**src/rtl/interlaced_buffer_reader.sv**
```systemverilog
`default_nettype none
// ============================================================================
// Module   : interlaced_buffer_reader
// Purpose  : Read-side scanner for the 1-bit interlaced frame buffer. Turns
//            VGA timing into upscaled buffer read addresses, maps the returned
//            pixel to RGB444 and delays sync/blank to stay aligned with it.
// Revision : 1.0 - initial release
// ============================================================================
module interlaced_buffer_reader #(
  parameter int          FRAME_W      = 320,
  parameter int          FRAME_H      = 240,
  parameter int          SCALE_LOG2   = 1,
  parameter int          READ_LATENCY = 2,     // must be >= 1
  parameter logic [11:0] FG_COLOR     = 12'hFFF,
  parameter logic [11:0] BG_COLOR     = 12'h000
) (
  input  logic        clk,
  input  logic        reset_n,
  input  logic        buf_ready,
  input  logic [10:0] hcount,
  input  logic [9:0]  vcount,
  input  logic        hsync_in,
  input  logic        vsync_in,
  input  logic        blank_in,
  output logic [16:0] read_addr,
  output logic        reading,
  input  logic        buf_pixel,
  output logic [11:0] pixel_out,
  output logic        hsync_out,
  output logic        vsync_out,
  output logic        blank_out,
  output logic        frame_done
);

  // Address register plus buffer read latency.
  localparam int          PIPE     = 1 + READ_LATENCY;
  localparam logic [10:0] WIN_W    = 11'(FRAME_W << SCALE_LOG2);
  localparam logic [9:0]  WIN_H    = 10'(FRAME_H << SCALE_LOG2);
  localparam logic [16:0] ROW_STEP = 17'(FRAME_W);

  typedef enum logic [1:0] {
    S_IDLE = 2'd0,
    S_ARM  = 2'd1,
    S_SCAN = 2'd2
  } state_t;

  state_t            state_q, state_d;
  logic              reading_q, reading_d;
  logic              frame_done_q, frame_done_d;
  logic [16:0]       read_addr_q, read_addr_d;
  logic [16:0]       row_base_q, row_base_d;
  logic [9:0]        src_row_q, src_row_d;
  logic [PIPE-1:0]   hs_pipe_q, hs_pipe_d;
  logic [PIPE-1:0]   vs_pipe_q, vs_pipe_d;
  logic [PIPE-1:0]   bl_pipe_q, bl_pipe_d;
  logic [PIPE-1:0]   act_pipe_q, act_pipe_d;

  logic              w_origin;
  logic              w_in_window;
  logic              w_last;
  logic              w_issue;
  logic [9:0]        w_src_row;
  logic [10:0]       w_src_col;
  logic [16:0]       w_base;

  assign w_origin    = (hcount == 11'd0) && (vcount == 10'd0);
  assign w_in_window = (hcount < WIN_W) && (vcount < WIN_H);
  assign w_last      = (hcount == WIN_W - 11'd1) && (vcount == WIN_H - 10'd1);
  assign w_src_row   = vcount >> SCALE_LOG2;
  assign w_src_col   = hcount >> SCALE_LOG2;

  // Next-state: arm on buf_ready, start only at frame origin, leave only at frame end.
  always_comb begin
    state_d      = state_q;
    frame_done_d = 1'b0;
    w_issue      = 1'b0;
    case (state_q)
      S_IDLE: begin
        if (buf_ready) state_d = S_ARM;
      end
      S_ARM: begin
        if (w_origin) begin
          state_d = S_SCAN;
          w_issue = 1'b1;
        end
      end
      S_SCAN: begin
        w_issue = 1'b1;
        if (w_last) begin
          frame_done_d = 1'b1;
          if (!buf_ready) state_d = S_IDLE;
        end
      end
      default: state_d = S_IDLE;
    endcase
    reading_d = w_issue;
  end

  // Incremental address: row base steps by one source line when the source row advances.
  always_comb begin
    read_addr_d = read_addr_q;
    row_base_d  = row_base_q;
    src_row_d   = src_row_q;
    w_base      = row_base_q;
    if (w_issue && w_in_window) begin
      if (w_src_row == 10'd0) begin
        w_base = 17'd0;
      end else if (w_src_row != src_row_q) begin
        w_base = row_base_q + ROW_STEP;
      end
      row_base_d  = w_base;
      src_row_d   = w_src_row;
      read_addr_d = w_base + 17'(w_src_col);
    end
  end

  // Delay lines for sync/blank and the "pixel was really fetched" flag.
  always_comb begin
    hs_pipe_d  = (hs_pipe_q  << 1) | PIPE'(hsync_in);
    vs_pipe_d  = (vs_pipe_q  << 1) | PIPE'(vsync_in);
    bl_pipe_d  = (bl_pipe_q  << 1) | PIPE'(blank_in);
    act_pipe_d = (act_pipe_q << 1) | PIPE'(w_issue & w_in_window);
  end

  // State, address and delay-line registers.
  always_ff @(posedge clk or negedge reset_n) begin
    if (!reset_n) begin
      state_q      <= S_IDLE;
      reading_q    <= 1'b0;
      frame_done_q <= 1'b0;
      read_addr_q  <= 17'd0;
      row_base_q   <= 17'd0;
      src_row_q    <= 10'd0;
      hs_pipe_q    <= '0;
      vs_pipe_q    <= '0;
      bl_pipe_q    <= '0;
      act_pipe_q   <= '0;
    end else begin
      state_q      <= state_d;
      reading_q    <= reading_d;
      frame_done_q <= frame_done_d;
      read_addr_q  <= read_addr_d;
      row_base_q   <= row_base_d;
      src_row_q    <= src_row_d;
      hs_pipe_q    <= hs_pipe_d;
      vs_pipe_q    <= vs_pipe_d;
      bl_pipe_q    <= bl_pipe_d;
      act_pipe_q   <= act_pipe_d;
    end
  end

  // Colour map: buf_pixel arrives from the buffer's output register in step with the last pipe stage.
  always_comb begin
    pixel_out = 12'h000;
    if (act_pipe_q[PIPE-1] && !bl_pipe_q[PIPE-1]) begin
      pixel_out = buf_pixel ? FG_COLOR : BG_COLOR;
    end
  end

  assign read_addr  = read_addr_q;
  assign reading    = reading_q;
  assign frame_done = frame_done_q;
  assign hsync_out  = hs_pipe_q[PIPE-1];
  assign vsync_out  = vs_pipe_q[PIPE-1];
  assign blank_out  = bl_pipe_q[PIPE-1];

endmodule
`default_nettype wire

```
**config.mk**
```make
export PLATFORM = sky130hd
export DESIGN_NAME = interlaced_buffer_reader
export DESIGN_NICKNAME = d
export VERILOG_FILES = /design/src/rtl/interlaced_buffer_reader.sv
export SDC_FILE = /design/constraint.sdc
export NUM_CORES = 1
export LEC_CHECK = 0
export CAP_MARGIN = 20
export CORE_MARGIN = 2
export CORE_UTILIZATION = 46
export DETAILED_ROUTE_END_ITERATION = 6
export GPL_ROUTABILITY_DRIVEN = 0
export PLACE_DENSITY = 0.78
export SYNTH_ARGS = -nofsm -noshare
export SYNTH_HDL_FRONTEND = slang
export SYNTH_SLANG_ARGS = --single-unit
```
**constraint.sdc**
```tcl
create_clock -name clk -period 3.99 [get_ports clk]
set_input_delay 0.798 -clock clk [delete_from_list [all_inputs] [get_ports clk]]
set_output_delay 0.798 -clock clk [all_outputs]
set_load 0.05 [all_outputs]
```
==> flow_summary.toml <==
[status]
outcome = "completed"

[timing]
grt_setup_unrepaired = "no"
post-route-period-util_pct = 92.10
fmaxAchievable_mhz = 272.1
relSlewSlack_pct = 45.13
layout_min_cycle_time_ps = 3675
setup_violations = 0
fin_hold_ws_ps = 349.8
fin_skew_ps = 11.16
worst_pin_slew_ps = 823.0
maxSlewViolCount = 0
fin_ws_ps = 315.2
final-hold-violation-count = 0

[synthesis]
synth_xor_area_share_pct = 7.331
muxShareOfSynthArea_pct = 1.241
yosysWarnings = 0
synth_largest_area_cell = "dfrtp_1"
yosys_register_bits = 59
yosysSeqAreaShare_pct = 45.77
yosysUniqueCellTypes = 49
avgSynthCellArea_um2 = 9.242
synth_fa_ha_area_share_pct = 6.051
synth_area_mm2 = 0.003226
synth_cells = 349
synth-compound-area-share_pct = 11.71
synth_fp_nets = 392
synth_top_family_by_area = "simple AND/OR/NAND/NOR gates"
synthSimpleGateAreaFrac_pct = 22.50
synth.area.top_cells = "dfrtp_1, nand2_1, ha_1, xor2_1, xnor2_1"
yosysTopAreaCellShare_pct = 45.77

[cts]
clk_latency_ps = 340
cts-root-buf = "clkbuf_8"
ctsHoldBuffers = 0
postCtsSetupBuffers = 0
ctsResizeCount = 0
clock_sinks = 59
cts.clk_slew.worst_paths_ps = 70
h-tree-depth = 3
clockBufferDepth = 2
cts_tree = "yes"
cts_inserted_buffers = 9

[die]
pin_count = 62
die-area_mm2 = 0.007698
chipHeight_um = 87.74
rows = 30
coreArea_mm2 = 0.006794
initial_core_util_pct = 47.48
die_w_um = 87.74

[detailed_routing]
drc_errors = 0
ant_nets = 0
drt_iter0_drc = 138
via_per_inst = 5.098
drt-pass1-iter-count = 4
routedWlPerCell_um = 13.74
wirelength_mm = 7.117
dr_total_vias = 2641

[power_and_ir_drop]
internal_power_mw = 1.087
clockPowerShare_pct = 46.6
combPwrFrac_pct = 10.0
irDropWorstVdd_mv = 0.1990
p_leak_nw = 1.943
seqPwrFrac_pct = 43.4
powerDensity_mw_per_mm2 = 336.0
swShare_pct = 23.06
p_switching_uw = 325.6

[critical_path]
cp_data_arrival_time_ps = 3930
path_max_fanout = 4
startpoint_type = "primary input"
cp.required_ps = 4250
critPathCaptureType = "register"
crit_type = "primary input to register"

[finish]
synthToLayoutAreaGrowth_pct = 30.29
fin_nets = 460
layout-drive-gt1-share_pct = 9.242
antenna_cells = 0

[global_route]
grt_pass1_vias = 2636
grt_use_total_pct = 20.35
antenna_found_initial = 0
overflow = 0
grt_pass1_wl_mm = 12.09
grt_start_max_net_pins = 39

[flow_run]
maxCapViolations = 0

[placed_design]
io_buffers = 61
dp_hpwl_mm = 5.577
post-place-ws_ps = -107.0

[min_path]
min_path_type = "register to register"
==> cell families (layout without fill, tap and decap cells) <==
group                    after synthesis  after routing
adder cells (fa/ha/maj)               15             15
flip-flops                            59             59
multiplexers                           4              4
buffers and inverters                 33            106
AND/OR/NAND/NOR                      157            157
AO/OA/AOI/OAI                         54             54
XOR/XNOR                              27             27
==> power groups by stage <==
stage               Sequential, mW  Combinational (mW)  Clock (mW)
floorplan                    0.628              0.0607           0
global route                 0.613               0.158       0.704
finish                       0.613               0.141       0.658
global placement             0.623               0.134           0
CTS                          0.612               0.142       0.674
detailed placement           0.623               0.141           0
==> synthesized netlist by cell type, drive strengths merged <==
master   instances
a2111oi          2
a211oi           2
a21o             2
a21oi           11
a311oi           2
a31oi            1
and2            15
and3             2
and4b            1
buf             14
clkbuf           7
dfrtp           59
fa               1
ha              14
inv             12
mux2i            4
nand2           81
nand2b           1
nand3            9
nand3b           2
nand4            4
nand4b           1
nor2            22
nor2b            2
nor3             7
nor4             6
o2111ai          2
o211a            1
o211ai           4
o21a             2
o21ai           18
o21bai           1
o22a             1
o22ai            1
o31a             2
o31ai            1
o41a             1
or3              3
or4              1
xnor2           13
xor2            14
==> critical path: stages <==
cell and delay (ps):
clkdlybuf4s50_1 490, xor2_1 210, nor4_2 350, and3_4 250, xor2_1 150, nor2_1 70
ha_1 330, nor2_1 60, nor2_1 120, o41a_1 200, nand2_1 90, o22ai_1 250
o211a_1 240, nand3_1 120, mux2i_1 200
==> area by class of cell <==
cell class	count	area [um^2]
clock inverter	6	113.9
sequential	59	1476
inverter	12	45.04
timing repair buffer	78	733.2
tap	96	120.1
clock buffer	10	127.6
fill	567	2591
multi-input combinational	257	1587
==> flip-flops by register name, indices dropped and copies added (netlist names) <==
| name | cells |
|---|---|
| reading | 1 |
| src_row_q | 9 |
| bl_pipe_q | 3 |
| frame_done | 1 |
| read_addr | 17 |
| row_base_q | 17 |
| act_pipe_q | 3 |
| vs_pipe_q | 3 |
| state_q | 2 |
| hs_pipe_q | 3 |
==> placed cells by master (no fill, tap or decap), types with 3 or more instances in the layout <==
cell type and instances:
nand2_1 81, clkdlybuf4s50_1 60, dfrtp_1 59, nor2_1 22, buf_4 17, and2_1 15, o21ai_0 15, xor2_1 14
ha_1 14, xnor2_1 13, inv_1 12, a21oi_1 11, clkbuf_8 9, nand3_1 8, nor3_1 7, mux2i_1 4
nor4_1 4, nand4_1 4, o211ai_1 4, or3_1 3, bufinv_16 3
==> worst paths after layout <==
check	from	endpoint	slack (ps)	cells past startpoint
hold / removal	hs_pipe_q[1]	hs_pipe_q[2]	350	0
max in group asynchronous	reset_n	row_base_q[7]	2620	2
min in group asynchronous	reset_n	row_base_q[9]	550	1
hold reg to reg	hs_pipe_q[1]	hs_pipe_q[2]	350	0
setup reg to reg	src_row_q[0]	read_addr[15]	920	14
setup / recovery	vcount[9]	read_addr[15]	320	15
==> through the flow <==
| step | area [um^2] | instances | utilization (%) | power, mW | setup TNS [ps] |
|---|---|---|---|---|---|
| finish | 4203 | 518 | 61.86 | 1.412 | 0 |
| CTS | 4192 | 518 | 61.69 | 1.428 | 0 |
| floorplan | 3226 | 349 | - | 0.6891 | 0 |
| global placement | 3950 | 502 | 58.14 | 0.7572 | 0 |
| global route | 4203 | 518 | 61.86 | 1.475 | 0 |
| detailed placement | 3950 | 502 | 58.14 | 0.7645 | -494.1 |
==> routing by layer <==
metal / track usage (%) / vias up / part of all wire (%)
li1: - / 1313 / -
met1: 26.85 / 1237 / 46
met2: 32.16 / 75 / 47
met3: 4.995 / 16 / 4.8
met4: 8.531 / 0 / 1.8
met5: 0 / - / 0
No activity file was read; power rests on OpenSTA's default activity.
